[src/rtl/instr_fetch_if.sv]
// Fetch-stage bus: instruction RAM port, execute redirect, IF/ID handshake and status.
`timescale 1ns/1ps

interface instr_fetch_if #(
  parameter int unsigned ADDR_W = 9
);
  localparam int unsigned XLEN = 32;

  // instruction RAM (async read, word addressed)
  logic [ADDR_W-1:0] imem_addr_o;
  logic [XLEN-1:0]   imem_rd_i;

  // redirect from execute
  logic              redirect_i;
  logic [XLEN-1:0]   redirect_pc_i;

  // IF/ID output register and handshake
  logic [XLEN-1:0]   instr_o;
  logic [XLEN-1:0]   pc_o;
  logic              valid_o;
  logic              ready_i;

  // status
  logic              fault_o;
  logic [XLEN-1:0]   fetch_cnt_o;

  // fetch unit side
  modport master (
    output imem_addr_o,
    input  imem_rd_i,
    input  redirect_i,
    input  redirect_pc_i,
    output instr_o,
    output pc_o,
    output valid_o,
    input  ready_i,
    output fault_o,
    output fetch_cnt_o
  );

  // environment side: RAM, execute and decode
  modport slave (
    input  imem_addr_o,
    output imem_rd_i,
    output redirect_i,
    output redirect_pc_i,
    input  instr_o,
    input  pc_o,
    input  valid_o,
    output ready_i,
    input  fault_o,
    input  fetch_cnt_o
  );
endinterface

[src/rtl/instr_fetch.sv]
// Instruction fetch stage: owns the PC, reads the async instruction RAM and
// presents (instr, pc) to decode through a valid/ready output register.
// Redirects from execute flush the output register; a misaligned target halts
// the stage with a sticky fault until reset.
`timescale 1ns/1ps

module instr_fetch #(
  parameter logic [31:0] RESET_PC = 32'h0000_0000,
  parameter int unsigned ADDR_W   = 9,
  parameter logic [31:0] NOP      = 32'h0000_0013
) (
  input  logic          clk_i,
  input  logic          rst_i,
  instr_fetch_if.master bus
);

  localparam int unsigned XLEN    = 32;
  localparam int unsigned ADDR_HI = ADDR_W + 1;

  typedef enum logic [1:0] {
    BOOT  = 2'd0,
    FETCH = 2'd1,
    HALT  = 2'd2
  } state_e;

  state_e          state_q, state_d;
  logic [XLEN-1:0] pc_q, pc_d;
  logic [XLEN-1:0] instr_q, instr_d;
  logic [XLEN-1:0] pc_out_q, pc_out_d;
  logic            valid_q, valid_d;
  logic            fault_q, fault_d;
  logic [XLEN-1:0] cnt_q, cnt_d;

  logic            load_c;
  logic            accept_c;
  logic            misaligned_c;

  // Output register may take a new entry when empty or being drained this cycle.
  assign load_c       = !valid_q || bus.ready_i;
  assign accept_c     = valid_q && bus.ready_i;
  assign misaligned_c = (bus.redirect_pc_i[1:0] != 2'b00);

  // RAM word address straight from the PC; upper PC bits wrap the RAM.
  assign bus.imem_addr_o = pc_q[ADDR_HI:2];

  assign bus.instr_o     = instr_q;
  assign bus.pc_o        = pc_out_q;
  assign bus.valid_o     = valid_q;
  assign bus.fault_o     = fault_q;
  assign bus.fetch_cnt_o = cnt_q;

  // State and datapath registers; reset overrides any pending stall or redirect.
  always_ff @(posedge clk_i) begin
    if (!rst_i) begin
      state_q  <= BOOT;
      pc_q     <= RESET_PC;
      instr_q  <= NOP;
      pc_out_q <= '0;
      valid_q  <= 1'b0;
      fault_q  <= 1'b0;
      cnt_q    <= '0;
    end else begin
      state_q  <= state_d;
      pc_q     <= pc_d;
      instr_q  <= instr_d;
      pc_out_q <= pc_out_d;
      valid_q  <= valid_d;
      fault_q  <= fault_d;
      cnt_q    <= cnt_d;
    end
  end

  // Next-state and datapath update: redirect beats load, load beats stall.
  always_comb begin
    state_d  = state_q;
    pc_d     = pc_q;
    instr_d  = instr_q;
    pc_out_d = pc_out_q;
    valid_d  = valid_q;
    fault_d  = fault_q;
    cnt_d    = cnt_q;

    unique case (state_q)
      BOOT, FETCH: begin
        // A handshake in the same cycle as a flush was still consumed by decode.
        if (accept_c) begin
          cnt_d = cnt_q + XLEN'(1);
        end

        if (bus.redirect_i) begin
          if (misaligned_c) begin
            // Park with the faulting address visible; the PC is left untouched.
            state_d  = HALT;
            fault_d  = 1'b1;
            valid_d  = 1'b0;
            instr_d  = NOP;
            pc_out_d = bus.redirect_pc_i;
          end else begin
            state_d  = FETCH;
            pc_d     = bus.redirect_pc_i;
            valid_d  = 1'b0;
            instr_d  = NOP;
          end
        end else if (state_q == BOOT) begin
          // One idle cycle after reset so the RAM sees RESET_PC before the first capture.
          state_d = FETCH;
        end else if (load_c) begin
          instr_d  = bus.imem_rd_i;
          pc_out_d = pc_q;
          valid_d  = 1'b1;
          pc_d     = pc_q + XLEN'(4);
        end
      end

      HALT: begin
        // Frozen until reset; redirects are ignored and nothing is accepted.
      end

      default: begin
        state_d = BOOT;
      end
    endcase
  end

endmodule

[src/flat_wrapper.sv]
// flat-port wrapper written by rule: the top's interface ports become plain ports
module instr_fetch_flat 
#(
  parameter logic [31:0] RESET_PC = 32'h0000_0000,
  parameter int unsigned ADDR_W   = 9,
  parameter logic [31:0] NOP      = 32'h0000_0013
)
  (clk_i, rst_i, bus_imem_addr_o, bus_imem_rd_i, bus_redirect_i, bus_redirect_pc_i, bus_instr_o, bus_pc_o, bus_valid_o, bus_ready_i, bus_fault_o, bus_fetch_cnt_o);
  instr_fetch_if #(.ADDR_W(ADDR_W)) bus_i ();
  input  logic clk_i;
  input  logic rst_i;
  output wire logic [$bits(bus_i.imem_addr_o)-1:0] bus_imem_addr_o;
  input wire logic [$bits(bus_i.imem_rd_i)-1:0] bus_imem_rd_i;
  input wire logic [$bits(bus_i.redirect_i)-1:0] bus_redirect_i;
  input wire logic [$bits(bus_i.redirect_pc_i)-1:0] bus_redirect_pc_i;
  output wire logic [$bits(bus_i.instr_o)-1:0] bus_instr_o;
  output wire logic [$bits(bus_i.pc_o)-1:0] bus_pc_o;
  output wire logic [$bits(bus_i.valid_o)-1:0] bus_valid_o;
  input wire logic [$bits(bus_i.ready_i)-1:0] bus_ready_i;
  output wire logic [$bits(bus_i.fault_o)-1:0] bus_fault_o;
  output wire logic [$bits(bus_i.fetch_cnt_o)-1:0] bus_fetch_cnt_o;
  assign bus_imem_addr_o = bus_i.imem_addr_o;
  assign bus_i.imem_rd_i = bus_imem_rd_i;
  assign bus_i.redirect_i = bus_redirect_i;
  assign bus_i.redirect_pc_i = bus_redirect_pc_i;
  assign bus_instr_o = bus_i.instr_o;
  assign bus_pc_o = bus_i.pc_o;
  assign bus_valid_o = bus_i.valid_o;
  assign bus_i.ready_i = bus_ready_i;
  assign bus_fault_o = bus_i.fault_o;
  assign bus_fetch_cnt_o = bus_i.fetch_cnt_o;
  instr_fetch #(.RESET_PC(RESET_PC), .ADDR_W(ADDR_W), .NOP(NOP)) u_core (.clk_i(clk_i), .rst_i(rst_i), .bus(bus_i));
endmodule
[config.mk]
export PLATFORM = sky130hd
export DESIGN_NAME = instr_fetch_flat
export DESIGN_NICKNAME = d
export VERILOG_FILES = /design/src/rtl/instr_fetch_if.sv /design/src/rtl/instr_fetch.sv /design/src/flat_wrapper.sv
export SDC_FILE = /design/constraint.sdc
export NUM_CORES = 1
export LEC_CHECK = 0
export ABC_AREA = 1
export BUFFER_PORTS_ARGS = -buffer_cell sky130_fd_sc_hd__buf_4
export CAP_MARGIN = 20
export CORE_ASPECT_RATIO = 1.1
export CORE_MARGIN = 3
export CORE_UTILIZATION = 25
export CTS_BUF_LIST = sky130_fd_sc_hd__clkbuf_16
export DETAILED_ROUTE_END_ITERATION = 16
export PLACE_DENSITY = 0.44
export SYNTH_ARGS = -nofsm -noshare
export SYNTH_HDL_FRONTEND = slang
export SYNTH_SLANG_ARGS = --single-unit
[constraint.sdc]
create_clock -name clk_i -period 1.4 [get_ports clk_i]
set_input_delay 0.07 -clock clk_i [delete_from_list [all_inputs] [get_ports clk_i]]
set_output_delay 0.07 -clock clk_i [all_outputs]
set_load 0.01 [all_outputs]
After elaboration in Yosys (flattened, before gate mapping):

Cells that the tools add are included.

* flip-flop bits (word level): 132
* input port bits: 68
* output and inout port bits: 107
* word-level logic and storage cells: 47

* add/sub/neg operators: 2
* equal/unequal tests: 6
* multiplexer cells: 18
* bitwise operators: 1
* reduce and logical (&&, ||, !) cells: 13

Operator list (number)
* 32-bit 2-to-1 mux: 11
* 32-bit by 1-bit adder with 32-bit output (second input constant): 1
* 32-bit by 3-bit adder with 32-bit output (second input constant): 1
* 4-bit AND reduction: 2
* 2-bit 2-to-1 mux: 3
* 3-bit AND reduction: 2
* 2-bit inequality test (second input constant): 2
* 2-bit case mux with 2 select lines: 1
* 2-bit AND reduction: 2
* 2-bit nonzero test: 2
* 1-bit 2-to-1 mux: 3
* 3-bit by 2-bit inequality test with 1-bit output (second input constant): 1
* 2-bit by 1-bit equality test with 1-bit output (second input constant): 1
* 2-bit equality test (second input constant): 1
* 2-bit logical NOT: 1
* 2-bit by 1-bit inequality test with 1-bit output (second input constant): 1
* 2-bit OR reduction: 1
* 1-bit logical AND: 1
* 1-bit logical NOT: 1
* 1-bit logical OR: 1
* 1-bit NOT: 1

Depth between registers and ports, before layout:

Gate-level depths: netlist of the first run.

* depth after elaboration: 5
* gate-level depth with buffers: 11
* mapped depth without buffers: 10

Least setup slack after synthesis of the first run:

OpenSTA, ideal clock, no wires.

* path type: register to register
* start: register u_core.cnt_q[1] (netlist: u_core.bus.fetch_cnt_o[1])
* end: register u_core.cnt_q[24] (netlist: u_core.bus.fetch_cnt_o[24])
* library setup time: 0.118 ns
* arrival time: 1.428 ns
* data required time: 1.282 ns
* slack: -0.146 ns
* stages on the path, launching flop included: 9
* buffers on the path: 0
* clock period less this slack: 1.546 ns
* path through: dfxtp_1 > ha_1 > nand3_1 > nor2_2 > nand3_2 > nor2_4 > nand2_1 > nor3_1 > nor2_1

* cells in the longest elaborated chain, start to end: 1

Ends and longest elaborated chain
* start, declared: RTL line instr_fetch.sv:32 `logic [XLEN-1:0] cnt_q, cnt_d;`
* start signal, assigned: RTL line instr_fetch.sv:69 `cnt_q <= cnt_d;`
* 32-bit by 1-bit adder with 32-bit output: RTL line instr_fetch.sv:87 `cnt_d = cnt_q + XLEN'(1);`

Every way passes these cells.
A chain may end at the register's enable or synchronous reset.

Worst setup path after layout of the first run:

* start: register u_core.pc_q[2]
* end: register u_core.pc_q[30]

* cells in the longest elaborated chain, start to end: 4

Ends and longest elaborated chain
* start, declared: RTL line instr_fetch.sv:27 `logic [XLEN-1:0] pc_q, pc_d;`
* start signal, assigned: RTL line instr_fetch.sv:64 `pc_q <= pc_d;`
* 32-bit by 3-bit adder with 32-bit output: RTL line instr_fetch.sv:111 `pc_d = pc_q + XLEN'(4);`
* 32-bit 2-to-1 mux: RTL line instr_fetch.sv:107 `end else if (load_c) begin`
* 32-bit 2-to-1 mux: RTL line instr_fetch.sv:104 `end else if (state_q == BOOT) begin`
* 32-bit 2-to-1 mux: RTL line instr_fetch.sv:90 `if (bus.redirect_i) begin`

Every way passes these cells. The select of a mux whose other input is x is not followed.

==> flow_metrics.env, run 1 <==
export IMPL_drc=0
export IMPL_report_final_setup_viol=24
export IMPL_avgSynthCellArea_sq_um=6.474
export IMPL_final_cell_mix="306 x buf_4, 273 x nand2_1, 116 x nor2_1"
export IMPL_top_layer="met4"
export IMPL_nets=1446
export IMPL_synth_edf_count=0
export IMPL_h_tree_depth=4
export IMPL_yosysTopAreaCell="dfxtp_1"
export IMPL_cts_inserted_buffers=17
export IMPL_p_per_area_nw_per_um2=954.7
export IMPL_fill_cells=2736
export IMPL_die_w_um=162.4
export IMPL_yosys_warnings=0
export IMPL_irDropWorstVdd_mv=0.6845
export IMPL_max_freq_ghz=0.6790
export IMPL_drv_cap=0
export IMPL_synth_ff_latch_count=132
export IMPL_cpPeakStageDelay_ps=370
export IMPL_areaGrowthSynthToFinish_pct=67.22
export IMPL_postRouteWirelength_um=24790
export IMPL_async_flop_share=0
export IMPL_fin_skew_ps=8.687
export IMPL_routabilityCongestion=0.8454
export IMPL_multi_input_area_sq_um=4105
export IMPL_slew_violations=0
export IMPL_grt_overflow=0
export IMPL_port_buffers=174
export IMPL_setup_ws_ps=-72.86
export IMPL_cp_top_family="simple AND/OR/NAND/NOR gates"
export IMPL_hold_path_class="primary input to flop"
export IMPL_seq_area_sq_um=2721
export IMPL_synth_nets=1109
export IMPL_num_vias=7728
export IMPL_outcome="finished with violations"
export IMPL_synth_ff_type="dfxtp_1"
export IMPL_finalInstanceArea_sq_um=11250
export IMPL_dieArea_sq_um=28910
export IMPL_grt_max_degree=73
export IMPL_yosysTopAreaCellShare=0.3929
export IMPL_drt_pass1_iter_count=4
export IMPL_arrival_ps=1780
export IMPL_ios=175
export IMPL_cts_tree="done"
export IMPL_p_leak_uw=0.004835
export IMPL_total_power_uw=10740
export IMPL_path_cells="ha_4, nand3_4, nor2_4, nand2_4, nor2_4, nand2_1, nand2_1, nand2_1, nor2_1, nor2_1"
export IMPL_cts_sinks=132
export IMPL_worst_hold_slack_ps=16.99
export IMPL_post_dp_cell_area_sq_um=9255
export IMPL_ys_seq_area_frac=0.3929
export IMPL_violations="setup timing"
export IMPL_core_area_sq_um=26300
export IMPL_wl_met2_um=11720
export IMPL_p_comb_frac=0.193
export IMPL_p_sw_frac=0.3016
export IMPL_wl_per_cell_um=14.24
export IMPL_ys_types=40
export IMPL_crit_type="flop to flop"
export IMPL_clkTransAtPathRegs_ps=70
export IMPL_track_usage=0.1653
export IMPL_grt_pass1_vias=7153
export IMPL_rsz0062_at_grt="yes"
export IMPL_clockBufferDepth=2
export IMPL_startpoint_type="flop"
export IMPL_place_detailed_hpwl_um=17470
export IMPL_initial_core_util=0.2558
export IMPL_synth_cells=1039
export IMPL_cts_root_buf="clkbuf_16"
export IMPL_vias_per_cell=4.439
export IMPL_diodes=0
export IMPL_power_switching_uw=3239
export IMPL_internal_power_uw=7499
export IMPL_cp_common_cell="nand2_1"
export IMPL_synthesis_area_sq_um=6726
export IMPL_min_period_over_period=1.052
export IMPL_max_slew_margin_rel=0.6925
export IMPL_drt_iter0_drc=318
export IMPL_cp_end_kind="flop"
export IMPL_yosys_top_cells_area="dfxtp_1 39%, nand2_1 17%, nor2_1 9.2%, a21oi_1 7.8%, inv_1 3.9%"
export IMPL_cp_num_buf_inv=0
export IMPL_grt_pass1_wl_um=38050
export IMPL_dp_slack_ps=-136.5
export IMPL_path_max_fanout=5
export IMPL_antenna_found_initial=0
export IMPL_die_h_um=178.0
export IMPL_drt_antenna_violating_nets=0
export IMPL_clk_latency_ps=420
export IMPL_dr_wl_met3_um=1106
export IMPL_p_seq_frac=0.392
export IMPL_cpMaxStageDelayCell="dfxtp_4"
export IMPL_wl_met1_um=11660
export IMPL_finalCriticalPeriod_ps=1473
export IMPL_core_rowCount=62
export IMPL_worst_pin_slew_ps=461.2
export IMPL_final_common_cell="buf_4"
export IMPL_hold_viol=0
export IMPL_clkPwrFrac=0.415
export IMPL_layout_drive_gt1_share=0.4010
export IMPL_cp_required_ps=1710
final timing paths:
| check | start | to | slack, ps | cells past startpoint |
|---|---|---|---|---|
| max | u_core.pc_q[2] | u_core.pc_q[30] | -70 | 10 |
| min | rst_i | u_core.bus.fetch_cnt_o[25] | 20 | 3 |
| min reg2reg | u_core.bus.fault_o | u_core.bus.fault_o | 450 | 2 |
| max reg2reg | u_core.pc_q[2] | u_core.pc_q[30] | -70 | 10 |
cell families after synthesis:
logic type / share of synthesized area
AO/OA/AOI/OAI: 0.1551
XOR/XNOR: 0.01172
adder cells (fa/ha/maj): 0.003720
buffers and inverters: 0.08947
flip-flops: 0.3929
multiplexers: 0.001488
AND/OR/NAND/NOR: 0.3456
worst register-to-register path, cell delays in order, from the launching register on:
cell and delay (ps):
dfxtp_4 370, ha_4 150, nand3_4 90, nor2_4 200
nand2_4 110, nor2_4 120, nand2_1 70, nand2_1 60
nand2_1 40, nor2_1 90, nor2_1 50
through the flow:
stage / TNS (ps) / std cells / util
floorplan: -17.31 / 1039 / -
global placement: -4720 / 1635 / 0.3519
detailed placement: -5523 / 1635 / 0.3519
CTS: -519.0 / 1723 / 0.4010
global route: -5179 / 1741 / 0.4277
finish: -575.4 / 1741 / 0.4277
Yosys cell counts, types with 2 or more instances:
library cell / n
o22ai_1: 3
xor2_1: 9
inv_1: 70
nand3_2: 4
o21bai_1: 2
o21ai_1: 20
and2_1: 5
buf_6: 5
buf_1: 4
o211ai_1: 2
o21a_1: 3
nor2_1: 165
nand4_1: 8
buf_4: 11
inv_2: 6
nor3_1: 10
a31oi_1: 3
o211a_1: 5
dfxtp_1: 132
a21oi_1: 105
o21ai_0: 52
nand2_2: 5
buf_2: 14
or2_2: 3
nor2_2: 7
nand3_1: 48
nand2_1: 302
clkbuf_1: 21
nor2_4: 3
ha_1: 2
power by group through the flow:
| stage | sequential (uW) | combinational, uW | clock, uW |
|---|---|---|---|
| 6_report | 4210 | 2070 | 4450 |
| 5_1_grt | 4250 | 2290 | 4770 |
| 4_1_cts | 4190 | 1960 | 4590 |
| 3_5_place_dp | 4260 | 1800 | 0 |
| 3_3_place_gp | 4260 | 1810 | 0 |
| 2_1_floorplan | 4320 | 842 | 0 |
state kept, by name (all words and copies together), names as in the netlist:
name and cells:
u_core.state_q 2, u_core.bus.pc_o 32, u_core.bus.valid_o 1, u_core.pc_q 32, u_core.bus.fetch_cnt_o 32, u_core.bus.fault_o 1
u_core.bus.instr_o 32
area by class of cell:
type                            count  area share
Inverter                           78     0.02747
Clock inverter                     15     0.01279
Timing Repair Buffer              374      0.2759
Sequential cell                   132      0.2419
Clock buffer                       17     0.03782
Tap cell                          352     0.03915
Multi-Input combinational cell    773      0.3650
per-layer routing:
layer / up-vias / GRT usage
met1: 3546 / 0.2227
met5: - / 0
met2: 147 / 0.2669
met3: 18 / 0.03716
met4: 0 / 0.04479
li1: 4017 / -
what timing repair did:
item                                    in CTS  in global routing
resized for setup                           72                178
gates cloned                                 0                  2
buffers inserted                             7                 17
endpoints found under the setup margin     100                 96
pin swaps                                   12                 47
endpoints found under the hold margin       60                  0
hold buffers                                49                  0
Note: power is estimated with default switching activity, not from simulation.
==> run 2: changes to the inputs <==
--- a/config.mk
+++ b/config.mk
@@ -8,7 +8,7 @@
 export ABC_AREA = 1
 export BUFFER_PORTS_ARGS = -buffer_cell sky130_fd_sc_hd__buf_4
 export CAP_MARGIN = 20
-export CORE_ASPECT_RATIO = 1.1
+export CORE_ASPECT_RATIO = 1.5
 export CORE_MARGIN = 3
 export CORE_UTILIZATION = 25
 export CTS_BUF_LIST = sky130_fd_sc_hd__clkbuf_16
==> run 2 against run 1 <==
Net effect:
- the flow still finishes with violations (setup timing)
- hold slack got worse by 2.0 ps
- register-to-register slack about the same
- sequential share of layout area decreased by 1.6 points
- highest routed layer unchanged
==> flow_metrics.env, run 2 (synthesis gave the netlist of run 1 again) <==
export IMPL_outcome="finished with violations"
export IMPL_violations="setup timing"
export IMPL_max_freq_ghz=0.6754
export IMPL_max_slew_margin_rel=0.6657
export IMPL_track_usage=0.1722
export IMPL_antenna_found_initial=0
export IMPL_cp_top_family="simple AND/OR/NAND/NOR gates"
export IMPL_dieArea_sq_um=28950
export IMPL_drt_iter0_drc=297
export IMPL_total_power_uw=10970
export IMPL_ios=175
export IMPL_grt_max_degree=77
export IMPL_cts_inserted_buffers=17
export IMPL_report_final_setup_viol=36
export IMPL_path_max_fanout=7
export IMPL_p_per_area_nw_per_um2=909.9
export IMPL_finalCriticalPeriod_ps=1480
export IMPL_arrival_ps=1810
export IMPL_fin_tns_setup_ps=-910.7
export IMPL_p_leak_uw=0.005225
export IMPL_final_util=0.4613
export IMPL_cp_num_buf_inv=1
export IMPL_reg2reg_from="u_core.bus.fetch_cnt_o[1]"
export IMPL_crit_type="flop to flop"
export IMPL_hold_path_class="primary input to flop"
export IMPL_hp_start="bus_redirect_i"
export IMPL_rsz0062_at_grt="yes"
export IMPL_cpPeakStageDelay_ps=380
export IMPL_worst_pin_slew_ps=496.3
export IMPL_final_cell_mix="321 x buf_4, 260 x nand2_1, 105 x nor2_1"
export IMPL_min_period_over_period=1.057
export IMPL_cpMaxStageDelayCell="dfxtp_4"
export IMPL_core_rowCount=72
export IMPL_diodes=0
export IMPL_clk_latency_ps=440
export IMPL_cp_end_kind="flop"
export IMPL_routabilityCongestion=0.8107
export IMPL_num_vias=8023
export IMPL_drv_cap=0
export IMPL_fin_skew_ps=14.55
export IMPL_h_tree_depth=4
export IMPL_nets=1486
export IMPL_clockBufferDepth=2
export IMPL_hold_viol=0
export IMPL_die_w_um=139.9
export IMPL_path_cells="ha_4, nand3_4, nor2_4, nand3_4, nor2_4, buf_4, a21oi_1, o21a_1"
export IMPL_grt_pass1_vias=7661
export IMPL_slew_violations=0
export IMPL_cts_root_buf="clkbuf_16"
export IMPL_drc=0
export IMPL_clkTransAtPathRegs_ps=60
export IMPL_vias_per_cell=4.556
export IMPL_drt_antenna_violating_nets=0
export IMPL_startpoint_type="flop"
export IMPL_cts_tree="done"
export IMPL_irDropWorstVdd_mv=0.8448
export IMPL_wl_per_cell_um=15.28
export IMPL_cp_required_ps=1730
export IMPL_layout_drive_gt1_share=0.4426
export IMPL_final_common_cell="buf_4"
export IMPL_cts_sinks=132
export IMPL_drt_pass1_iter_count=4
export IMPL_grt_pass1_wl_um=39810
export IMPL_initial_core_util=0.2575
export IMPL_core_area_sq_um=26130
export IMPL_grt_overflow=0
export IMPL_setup_ws_ps=-80.50
export IMPL_port_buffers=174
export IMPL_place_detailed_hpwl_um=17880
export IMPL_cp_startpoint="u_core.bus.fetch_cnt_o[1]"
export IMPL_postRouteWirelength_um=26900
export IMPL_areaGrowthSynthToFinish_pct=79.17
export IMPL_die_h_um=206.9
==> run 2: cell types whose count changed in the layout (fill, tap and decap cells not counted), sizes merged <==
cell / change
buf: +25
bufinv: -1
clkbuf: +9
clkinv: +9
clkinvlp: -2
dlygate4sd3: +4
inv: -5
==> run 2: repair_timing <==
item | 4_1_cts | 5_1_grt
hold buffers | 53 | 0
gates resized for setup | 106 | 256
cloned | 2 | 15
hold endpoints to repair | 67 | 0
pin swaps | 31 | 52
endpoints found under the setup margin | 94 | 118
buffers inserted | 18 | 15
==> run 2: metal layers <==
metal	wire (um)	track usage
met4	398	0.04363
met1	10600	0.1921
met2	15000	0.3384
met3	903	0.02627
met5	0	0
==> run 2: metrics by stage <==
stage	hold slack [ps]	cell area [sq um]	setup slack, ps	instances
final	14.97	12050	-80.50	1761
after CTS	5.839	10820	-88.68	1731
after floorplan	197.3	6763	-12.90	1039
after global placement	284.7	9276	-155.2	1627
after global routing	38.99	12050	-156.5	1761
after detailed placement	286.6	9276	-181.6	1627
==> run 2: cell type report <==
type / count / area, sq um
inverter: 78 / 337.8
clock inverter: 13 / 85.08
multi-input combinational: 773 / 4374
fill: 2689 / 14070
tap: 333 / 416.7
timing repair buffer: 411 / 3620
clock buffer: 18 / 450.4
timing repair inverter: 3 / 38.79
sequential: 132 / 2729
==> run 2: path summary, 6_finish.rpt <==
kind | end | slack [ps] | depth (start not counted)
worst max-delay path | u_core.bus.fetch_cnt_o[16] | -80 | 8
worst min-delay path | u_core.bus.pc_o[1] | 10 | 3
worst max register to register | u_core.bus.fetch_cnt_o[16] | -80 | 8
worst min register to register | u_core.bus.fault_o | 450 | 2
==> run 2: worst reg2reg max path, delay by kind of cell, from the launching register on <==
| family | cells | cell delay [ps] |
|---|---|---|
| AND/OR/NAND/NOR | 4 | 550 |
| flip-flops | 1 | 380 |
| AO/OA/AOI/OAI | 2 | 160 |
| adder cells (fa/ha/maj) | 1 | 150 |
| buffers and inverters | 1 | 140 |
==> run 2: power breakdown <==
group          switching (uW)  internal [uW]  total [uW]
Clock                    1810           2340        4150
Sequential                203           4000        4210
Combinational            1290           1320        2600
Total                    3310           7660       11000
==> run 3: changes to the inputs <==
--- a/config.mk
+++ b/config.mk
@@ -10,10 +10,10 @@
 export CAP_MARGIN = 20
 export CORE_ASPECT_RATIO = 1.5
 export CORE_MARGIN = 3
-export CORE_UTILIZATION = 25
+export CORE_UTILIZATION = 48
 export CTS_BUF_LIST = sky130_fd_sc_hd__clkbuf_16
 export DETAILED_ROUTE_END_ITERATION = 16
-export PLACE_DENSITY = 0.44
+export PLACE_DENSITY = 0.75
 export SYNTH_ARGS = -nofsm -noshare
 export SYNTH_HDL_FRONTEND = slang
 export SYNTH_SLANG_ARGS = --single-unit
==> run 3 against run 2 <==
Net effect:
- the run still ends with setup timing left
- sequential share of layout area up 1.3 points
- total power up 2.1%
- via count up 11%
- sequential power about the same
- utilization up 38 points
- clock skew down 2.8 ps
- hold slack better by 14 ps
- design area down 5.5%
- register-to-register slack worse by 200 ps
- clock power up 9.2%
- cell count down 12%
- non-clock buffer count down 44
- critical path type unchanged
- critical endpoint is now u_core.bus.fetch_cnt_o[26]
==> flow_metrics.env, run 3 (synthesis gave the netlist of run 1 again) <==
export IMPL_max_freq_ghz=0.5952
export IMPL_path_max_fanout=4
export IMPL_instances_no_fill=1546
export IMPL_post_place_cells=1425
export IMPL_slew_violations=0
export IMPL_report_final_setup_viol=109
export IMPL_hold_path_class="primary input to flop"
export IMPL_cts_tree="done"
export IMPL_dieArea_sq_um=15500
export IMPL_crit_type="flop to flop"
export IMPL_max_slew_margin_rel=0.7764
export IMPL_p_sw_frac=0.3119
export IMPL_layout_drive_gt1_share=0.4205
export IMPL_grt_pass1_vias=7773
export IMPL_violations="setup timing"
export IMPL_drv_cap=0
export IMPL_r2r_end="u_core.bus.fetch_cnt_o[26]"
export IMPL_dp_slack_ps=-138.6
export IMPL_final_cell_mix="275 x buf_4, 264 x nand2_1, 116 x nor2_1"
export IMPL_clkTransAtPathRegs_ps=70
export IMPL_antenna_found_initial=0
export IMPL_wl_per_cell_um=18.98
export IMPL_grt_overflow=0
export IMPL_port_buffers=174
export IMPL_reg2reg_slack_ps=-280
export IMPL_arrival_ps=2030
export IMPL_nets=1441
export IMPL_startpoint_type="flop"
export IMPL_postRouteWirelength_um=29350
export IMPL_power_switching_uw=3491
export IMPL_track_usage=0.2806
export IMPL_grt_pass1_wl_um=34810
export IMPL_drc=0
export IMPL_clockBufferDepth=2
export IMPL_p_leak_uw=0.004976
export IMPL_finalCriticalPeriod_ps=1680
export IMPL_final_common_cell="buf_4"
export IMPL_setup_ws_ps=-280.2
export IMPL_place_detailed_hpwl_um=15020
export IMPL_routabilityCongestion=0.9342
export IMPL_worst_pin_slew_ps=335.5
export IMPL_hold_viol=0
export IMPL_drt_pass1_iter_count=7
export IMPL_areaGrowthSynthToFinish_pct=69.40
export IMPL_min_to="u_core.pc_q[4]"
export IMPL_p_comb_frac=0.218
export IMPL_whs_path_depth=5
export IMPL_initial_core_util=0.4947
export IMPL_cts_sinks=132
export IMPL_cts_root_buf="clkbuf_16"
export IMPL_drt_antenna_violating_nets=0
export IMPL_reg2reg_from="u_core.bus.fetch_cnt_o[10]"
export IMPL_p_seq_frac=0.378
export IMPL_rsz0062_at_grt="yes"
export IMPL_clkPwrFrac=0.405
export IMPL_p_per_area_nw_per_um2=982.2
export IMPL_clk_latency_ps=430
export IMPL_r2r_cells=8
export IMPL_hp_start="bus_redirect_pc_i[4]"
export IMPL_drt_iter0_drc=625
export IMPL_core_area_sq_um=13600
export IMPL_num_vias=8916
export IMPL_h_tree_depth=4
export IMPL_total_power_uw=11190
export IMPL_vias_per_cell=5.767
export IMPL_fin_skew_ps=11.72
export IMPL_outcome="finished with violations"
export IMPL_diodes=0
export IMPL_cts_inserted_buffers=17
export IMPL_irDropWorstVdd_mv=0.6917
export IMPL_cp_required_ps=1750
export IMPL_die_w_um=102.7
export IMPL_internal_power_uw=7700
export IMPL_die_h_um=151.0
export IMPL_min_period_over_period=1.200
export IMPL_ios=175
export IMPL_grt_max_degree=77
export IMPL_core_rowCount=52
export IMPL_cp_end_kind="flop"
==> run 3: changes by cell type in the layout (fill, tap and decap cells not counted), moves of 7 or more <==
cell / delta
o21ai_0: +7
a21oi_1: -11
nor2_1: +11
buf_4: -46
a21oi_2: +11
nor2_2: -9
==> run 3: power groups by stage <==
stage	sequential (uW)	clock [uW]	combinational, uW
3_3_place_gp	4250	0	1700
5_1_grt	4250	4700	2580
2_1_floorplan	4320	0	842
6_report	4230	4530	2430
3_5_place_dp	4250	0	1720
4_1_cts	4180	4520	1880
==> run 3: metal layers <==
metal	global-route usage	vias up	wire (um)
li1	-	4003	-
met1	0.2935	4135	9743
met2	0.5275	571	15260
met3	0.04839	207	2323
met4	0.1333	0	2021
met5	0	-	0
==> run 3: per-stage QoR <==
| stage | util | hold slack (ps) | area (sq um) | TNS [ps] |
|---|---|---|---|---|
| after floorplan | - | 197.3 | 6763 | -17.31 |
| after global placement | 0.6549 | 284.9 | 8905 | -1364 |
| after detailed placement | 0.6549 | 295.8 | 8905 | -2850 |
| after CTS | 0.7571 | 1.025 | 10290 | -487.0 |
| after global routing | 0.8380 | 52.69 | 11390 | -12850 |
| final | 0.8380 | 28.51 | 11390 | -7244 |
==> run 3: worst max path at each step <==
| stage | from | to | slack [ps] | cells past startpoint |
|---|---|---|---|---|
| after floorplan | u_core.bus.fetch_cnt_o[0] | u_core.bus.fetch_cnt_o[24] | -10 | 8 |
| after global placement | u_core.pc_q[2] | u_core.pc_q[22] | -90 | 10 |
| after detailed placement | u_core.pc_q[2] | u_core.pc_q[22] | -140 | 10 |
| after CTS | u_core.pc_q[2] | u_core.pc_q[8] | -60 | 8 |
| after global routing | u_core.bus.fetch_cnt_o[10] | u_core.bus.fetch_cnt_o[31] | -300 | 8 |
| final | u_core.bus.fetch_cnt_o[10] | u_core.bus.fetch_cnt_o[26] | -280 | 8 |
==> run 3: layout make-up <==
cell class	instances	area (sq um)
Inverter	78	321.6
Sequential cell	132	2734
Timing Repair Buffer	367	3221
Clock buffer	17	425.4
Fill cell	728	2203
Multi-Input combinational cell	773	4300
Timing Repair inverter	2	28.78
Tap cell	162	202.7
Clock inverter	15	161.4
==> run 3: worst max-delay path, cell delays in order, from the launching register on <==
cell     delay (ps)
dfxtp_2         380
nand2_1         160
nor2_4          210
nand2_1         110
nor2_2          230
nand3_1         170
nand2_1         120
nand2_1          80
a21oi_2         150
==> run 3: what timing repair did <==
item / 4_1_cts / 5_1_grt
hold buffers: 56 / 0
buffers inserted: 4 / 23
gates cloned: 0 / 8
setup endpoints to repair: 72 / 117
pin swaps: 15 / 68
gates resized for setup: 60 / 270
hold endpoints to repair: 68 / 0
